$ cat config.mk
export PLATFORM = sky130hd
export DESIGN_NAME = mem_port_arbiter
export DESIGN_NICKNAME = d
export VERILOG_FILES = /design/src/rtl/mem_port_arbiter.sv
export SDC_FILE = /design/constraint.sdc
export NUM_CORES = 1
export LEC_CHECK = 0
export CORE_ASPECT_RATIO = 0.9
export CORE_MARGIN = 4
export CORE_UTILIZATION = 51
export DETAILED_ROUTE_END_ITERATION = 10
export PLACE_DENSITY_LB_ADDON = 0.3
export SYNTH_ARGS = -nofsm -noshare
export SYNTH_HDL_FRONTEND = slang
export SYNTH_SLANG_ARGS = --single-unit
export TNS_END_PERCENT = 10
$ cat constraint.sdc
create_clock -name clk -period 4.1 [get_ports clk]
set_input_delay 0.82 -clock clk [delete_from_list [all_inputs] [get_ports clk]]
set_output_delay 0.82 -clock clk [all_outputs]
set_load 0.02 [all_outputs]
$ cat src/rtl/mem_port_arbiter.sv
// Arbitrates one byte-wide synchronous memory between instruction fetch and data access,
// serialising 32-bit requests into per-lane byte transfers and assembling read words.
module mem_port_arbiter #(
  parameter int ADDR_W      = 32,
  parameter bit ME_PRIORITY = 1'b1
) (
  input  logic              clk,
  input  logic              rst,
  input  logic              if_req_i,
  input  logic [ADDR_W-1:0] if_addr_i,
  input  logic              if_flush_i,
  output logic [31:0]       if_rdata_o,
  output logic              if_done_o,
  output logic              if_stall_req_o,
  input  logic              me_req_i,
  input  logic              me_we_i,
  input  logic [ADDR_W-1:0] me_addr_i,
  input  logic [3:0]        me_sel_i,
  input  logic [31:0]       me_wdata_i,
  output logic [31:0]       me_rdata_o,
  output logic              me_done_o,
  output logic              me_stall_req_o,
  output logic [ADDR_W-1:0] mem_addr_o,
  output logic [7:0]        mem_wdata_o,
  output logic              mem_we_o,
  input  logic [7:0]        mem_rdata_i
);

  localparam logic [1:0] S_IDLE = 2'd0;
  localparam logic [1:0] S_XFER = 2'd1;
  localparam logic [1:0] S_WAIT = 2'd2;
  localparam logic [1:0] S_DONE = 2'd3;

  logic [1:0]        state_q, state_d;
  logic              own_me_q, own_me_d;
  logic [ADDR_W-1:2] base_q, base_d;
  logic [3:0]        sel_q, sel_d;
  logic              we_q, we_d;
  logic [31:0]       wdata_q, wdata_d;
  logic [1:0]        lane_q, lane_d;
  logic              cap_vld_q, cap_vld_d;
  logic [1:0]        cap_lane_q, cap_lane_d;
  logic [31:0]       word_q, word_d;
  logic              if_done_q, if_done_d;
  logic              me_done_q, me_done_d;
  logic [31:0]       if_rdata_q, if_rdata_d;
  logic [31:0]       me_rdata_q, me_rdata_d;

  logic        if_go, grant_me, grant_any, abort, xfer;
  logic [3:0]  req_sel;
  logic [2:0]  first_lane, next_lane;
  logic [31:0] word_merged;
  logic        unused_addr_bits;

  assign unused_addr_bits = ^{if_addr_i[1:0], me_addr_i[1:0]};

  // Lowest selected lane at or above 'from'; bit 2 set means no lane remains.
  function automatic logic [2:0] find_lane(input logic [3:0] sel, input logic [2:0] from);
    logic [2:0] res;
    res = 3'b100;
    for (int i = 3; i >= 0; i--) begin
      if (sel[i] && (3'(i) >= from)) res = {1'b0, 2'(i)};
    end
    return res;
  endfunction

  assign if_go      = if_req_i & ~if_flush_i;
  assign grant_me   = ME_PRIORITY ? me_req_i : (me_req_i & ~if_go);
  assign grant_any  = me_req_i | if_go;
  assign req_sel    = grant_me ? me_sel_i : 4'hF;
  assign first_lane = find_lane(req_sel, 3'd0);
  assign next_lane  = find_lane(sel_q, {1'b0, lane_q} + 3'd1);
  assign abort      = ~own_me_q & if_flush_i;

  // The byte issued last cycle arrives now; fold it into its lane slot.
  generate
    for (genvar gi = 0; gi < 4; gi++) begin : g_merge
      assign word_merged[8*gi +: 8] = (cap_vld_q && (cap_lane_q == 2'(gi))) ?
                                      mem_rdata_i : word_q[8*gi +: 8];
    end
  endgenerate

  always_comb begin
    state_d    = state_q;
    own_me_d   = own_me_q;
    base_d     = base_q;
    sel_d      = sel_q;
    we_d       = we_q;
    wdata_d    = wdata_q;
    lane_d     = lane_q;
    cap_vld_d  = 1'b0;
    cap_lane_d = lane_q;
    word_d     = word_merged;
    if_done_d  = 1'b0;
    me_done_d  = 1'b0;
    if_rdata_d = if_rdata_q;
    me_rdata_d = me_rdata_q;
    case (state_q)
      S_IDLE: begin
        if (grant_any) begin
          own_me_d = grant_me;
          base_d   = grant_me ? me_addr_i[ADDR_W-1:2] : if_addr_i[ADDR_W-1:2];
          sel_d    = req_sel;
          we_d     = grant_me & me_we_i;
          wdata_d  = grant_me ? me_wdata_i : 32'h0;
          word_d   = 32'h0;
          if (first_lane[2]) begin
            state_d    = S_DONE;
            me_done_d  = 1'b1;
            me_rdata_d = 32'h0;
          end else begin
            state_d = S_XFER;
            lane_d  = first_lane[1:0];
          end
        end
      end
      S_XFER: begin
        if (abort) begin
          state_d = S_IDLE;
        end else begin
          cap_vld_d = ~we_q;
          if (!next_lane[2]) begin
            lane_d = next_lane[1:0];
          end else if (!we_q) begin
            state_d = S_WAIT;
          end else begin
            state_d = S_DONE;
            if (own_me_q) begin
              me_done_d  = 1'b1;
              me_rdata_d = word_merged;
            end else begin
              if_done_d  = 1'b1;
              if_rdata_d = word_merged;
            end
          end
        end
      end
      S_WAIT: begin
        if (abort) begin
          state_d = S_IDLE;
        end else begin
          state_d = S_DONE;
          if (own_me_q) begin
            me_done_d  = 1'b1;
            me_rdata_d = word_merged;
          end else begin
            if_done_d  = 1'b1;
            if_rdata_d = word_merged;
          end
        end
      end
      default: state_d = S_IDLE;
    endcase
  end

  always_ff @(posedge clk) begin
    if (rst) begin
      state_q    <= S_IDLE;
      own_me_q   <= 1'b0;
      base_q     <= '0;
      sel_q      <= 4'h0;
      we_q       <= 1'b0;
      wdata_q    <= 32'h0;
      lane_q     <= 2'd0;
      cap_vld_q  <= 1'b0;
      cap_lane_q <= 2'd0;
      word_q     <= 32'h0;
      if_done_q  <= 1'b0;
      me_done_q  <= 1'b0;
      if_rdata_q <= 32'h0;
      me_rdata_q <= 32'h0;
    end else begin
      state_q    <= state_d;
      own_me_q   <= own_me_d;
      base_q     <= base_d;
      sel_q      <= sel_d;
      we_q       <= we_d;
      wdata_q    <= wdata_d;
      lane_q     <= lane_d;
      cap_vld_q  <= cap_vld_d;
      cap_lane_q <= cap_lane_d;
      word_q     <= word_d;
      if_done_q  <= if_done_d;
      me_done_q  <= me_done_d;
      if_rdata_q <= if_rdata_d;
      me_rdata_q <= me_rdata_d;
    end
  end

  assign xfer           = (state_q == S_XFER);
  assign mem_addr_o     = xfer ? {base_q, lane_q} : '0;
  assign mem_we_o       = xfer & we_q;
  assign mem_wdata_o    = xfer ? wdata_q[8*lane_q +: 8] : 8'h00;
  assign if_done_o      = if_done_q;
  assign me_done_o      = me_done_q;
  assign if_rdata_o     = if_rdata_q;
  assign me_rdata_o     = me_rdata_q;
  assign if_stall_req_o = if_req_i & ~if_done_q & ~if_flush_i;
  assign me_stall_req_o = me_req_i & ~me_done_q;

endmodule

==> results.sh <==
export IMPL_vias=6242
export IMPL_period_needed_ns=3.47
export IMPL_syn_area_sq_mm=0.00734
export IMPL_holdCritStartpoint="wdata_q[23]"
export IMPL_r2r_cells=7
export IMPL_critPathRequiredTime_ns=3.28
export IMPL_grt_met1_usage_pct=31.4
export IMPL_drc=0
export IMPL_fillers=1034
export IMPL_fin_tns_setup_ns=0
export IMPL_swShare_pct=36.7
export IMPL_pin_count=223
export IMPL_grtUsageMet2_pct=40.0
export IMPL_cp_slowest_stage_delay_ns=0.62
export IMPL_dp_hpwl_mm=14.0
export IMPL_root_buffer="clkbuf_16"
export IMPL_avgRoutedWirePerCell_microns=18.1
export IMPL_rows=41
export IMPL_grt_busiest_layer="met2"
export IMPL_tightest_slew_ns=1.25
export IMPL_clk_pin_slew_worst_paths_ns=0.06
export IMPL_crit_chain="inv_1 > ha_1 > buf_4 > and2_1 > clkdlybuf4s50_1"
export IMPL_final_cells=1114
export IMPL_avgViaCountPerCell=5.60
export IMPL_start_util_pct=52.3
export IMPL_antenna_found_initial=0
export IMPL_min_period_over_period_pct=84.6
export IMPL_clkLatencyLatePin_ns=0.42
export IMPL_yosysSeqAreaShare_pct=46.9
export IMPL_drv_cap=0
export IMPL_p_int_uw=3800
export IMPL_grt_first_pass_wirelength_mm=31.8
export IMPL_start_kind="flop"
export IMPL_r2r_end="me_rdata_o[8]"
export IMPL_r2r_slack_ns=1.47
export IMPL_crit_path_end_kind="output port"
export IMPL_p_seq_share_pct=36.3
export IMPL_cts_resized=0
export IMPL_ant_nets=0
export IMPL_drive_gt1_share_pct=10.1
export IMPL_fin_worst_skew_ns=0.00863
export IMPL_core_area_sq_mm=0.0141
export IMPL_status="completed"
export IMPL_drt_pass1_iter_count=5
export IMPL_grt_pass1_vias=6251
export IMPL_multi_input_area_sq_mm=0.00360
export IMPL_dp_cells=1082
export IMPL_nets=1026
export IMPL_power_switching_uw=2200
export IMPL_cts_tree="built"
export IMPL_die_area_sq_mm=0.0164
export IMPL_synth_cells=727
export IMPL_final_hold_violation_count=0
export IMPL_ir_worst_vdd_mv=0.468
export IMPL_hold_path_depth=1
export IMPL_grt_use_met3_pct=5.28
export IMPL_cp_slowest_cell="clkdlybuf4s50_1"
export IMPL_synth_seq_cells=172
export IMPL_syn_nets=845
export IMPL_crit_arrival_ns=2.65
export IMPL_power_leakage_uw=0.00398
export IMPL_avgSynthCellArea_sq_um=10.1
export IMPL_chipHeight_microns=122
export IMPL_htreeDepth=4
export IMPL_cts_setup_buffers=0
export IMPL_regToRegStartpoint="state_q[1]"
export IMPL_path_max_fanout=35
export IMPL_cts_sinks=172
export IMPL_wl_mm=20.2
export IMPL_rsz0062_at_grt="no"
export IMPL_synth_edf_count=0
export IMPL_grt_start_max_net_pins=61
export IMPL_gr_total_overflow=0
export IMPL_regArea_sq_mm=0.00344
export IMPL_n_antenna_cell=0
export IMPL_synthArstFlopShare_pct=0
export IMPL_pwr_share_clk_pct=25.5
export IMPL_synth_flop_cell="dfxtp_1"
export IMPL_fp_dieW_microns=134
export IMPL_max_slew_margin_pct=16.3
export IMPL_p_comb_share_pct=38.3
export IMPL_final_max_slew_viol_count=0
export IMPL_setup_violations_final=0
export IMPL_ctsHoldBuffers=0
export IMPL_drtIter0Drc=485
export IMPL_crit_type="flop to output port"
export IMPL_place_gp_congestion=0.805
export IMPL_syn2layout_area_growth_pct=38.7
export IMPL_holdPathEnd="wdata_q[23]"
export IMPL_fmax_mhz=288
export IMPL_track_usage_pct=24.3
export IMPL_ys_warn_count=0
export IMPL_cts_buffers=17
export IMPL_cellPowerDensity_mw_per_mm2=589
export IMPL_clock_path_buffers=2
export IMPL_min_path_type="flop to flop"
export IMPL_io_buffers=218
export IMPL_synth_cell_types=44
-- per-layer routing --
metal	wire length [microns]	vias to the layer above	share of wire, %
met5	0	-	0
met4	443	0	2.2
met3	1270	29	6.3
met2	9660	241	48
met1	8780	2971	44
li1	-	3001	-
-- critical path, delay by kind of cell, from the launching register on --
family,cells,cell delay (ns)
buffers and inverters,3,1.13
DFF,1,0.35
adders and majority gates,1,0.56
and+or+nand+nor,1,0.18
-- power groups by stage --
stage / Sequential [uW] / Clock (uW) / Combinational (uW)
2_1_floorplan: 2320 / 0 / 1310
3_3_place_gp: 2190 / 0 / 2220
3_5_place_dp: 2210 / 0 / 2290
4_1_cts: 2180 / 1550 / 2300
5_1_grt: 2210 / 1620 / 2480
6_report: 2180 / 1530 / 2300
-- placed cells by master (no fill, tap or decap), types with 3 or more instances in the layout --
cell,Yosys,layout
clkdlybuf4s50_1,0,216
dfxtp_1,172,172
nor2_1,76,74
mux2i_1,63,63
a211oi_1,63,63
and2_1,42,42
nor2b_1,36,36
a21oi_1,37,36
a22o_1,33,33
o21ai_1,33,32
o41ai_2,28,28
clkbuf_16,0,17
buf_4,0,15
inv_1,8,8
mux4_2,8,8
nand2_1,7,7
o21ai_0,7,7
o41ai_1,4,4
ha_1,4,4
nand2b_1,4,3
nand3b_1,3,3
o211ai_1,3,3
clkbuf_1,39,3
clkbuf_8,0,3
clkinv_2,0,3
-- registers in the layout (all words and copies together), names as in the netlist, 2 cells and up --
name	cells
if_rdata_o	32
me_rdata_o	32
wdata_q	32
word_q	32
base_q	30
sel_q	3
cap_lane_d	2
cap_lane_q	2
state_q	2
-- cells in the mapped netlist, types with 2 or more instances --
master,count,area (sq um)
o21ai_1,33,165
ha_1,4,50.1
a211o_1,2,17.5
o21ai_0,7,35.0
o41ai_2,28,455
buf_2,11,55.1
dfxtp_1,172,3440
o211ai_1,3,22.5
mux2i_1,63,631
nand2b_1,4,25.0
nor2b_1,36,225
nand3b_1,3,22.5
nor2_1,76,285
a22oi_1,2,15.0
nand2_1,7,26.3
and2_1,42,263
a21oi_1,37,185
o41ai_1,4,35.0
clkbuf_1,39,146
a211oi_1,63,473
nor3_1,2,10.0
buf_6,3,33.8
a22o_1,33,289
inv_1,8,30.0
nor3b_1,2,15.0
mux4_2,8,180
buf_1,18,67.6
-- cell families (layout without fill, tap and decap cells) --
family                   after synthesis  after routing  share of synthesized area, %
AO/OA/AOI/OAI                        220            220                          24.0
AND/OR/NAND/NOR                      180            180                          12.8
flip-flops                           172            172                          46.9
buffers and inverters                 80            274                          4.58
multiplexers                          71             71                          11.0
adder cells (fa/ha/maj)                4              4                         0.681
-- how the worst max path moves through the flow --
stage,startpoint,end,cells past startpoint
5_1_grt,state_q[1],mem_addr_o[29],5
6_report,state_q[1],mem_addr_o[25],5
4_1_cts,state_q[1],mem_addr_o[9],5
3_3_place_gp,if_flush_i,if_stall_req_o,4
2_1_floorplan,me_sel_i[3],me_rdata_o[10],6
3_5_place_dp,if_flush_i,me_rdata_o[7],6
-- area by class of cell --
class	count	area share (%)
clock buffers	23	4.69
clock inverters	9	0.847
inverters	9	0.332
multi-input cells	475	35.4
flip-flops and latches	172	33.8
well taps	193	2.37
repair buffers	233	22.6
-- metrics by stage --
stage	utilization, %	hold WS (ns)	area [sq um]	worst slack (ns)	power [uW]
3_5_place_dp	68.5	0.454	9620	0.806	4490
6_report	72.5	0.475	10200	0.630	6000
4_1_cts	72.5	0.473	10200	0.612	6020
3_3_place_gp	68.5	0.450	9620	0.882	4410
5_1_grt	72.5	0.484	10200	0.496	6310
2_1_floorplan	-	0.437	7340	1.79	3630
(Power assumes the default switching activity.)
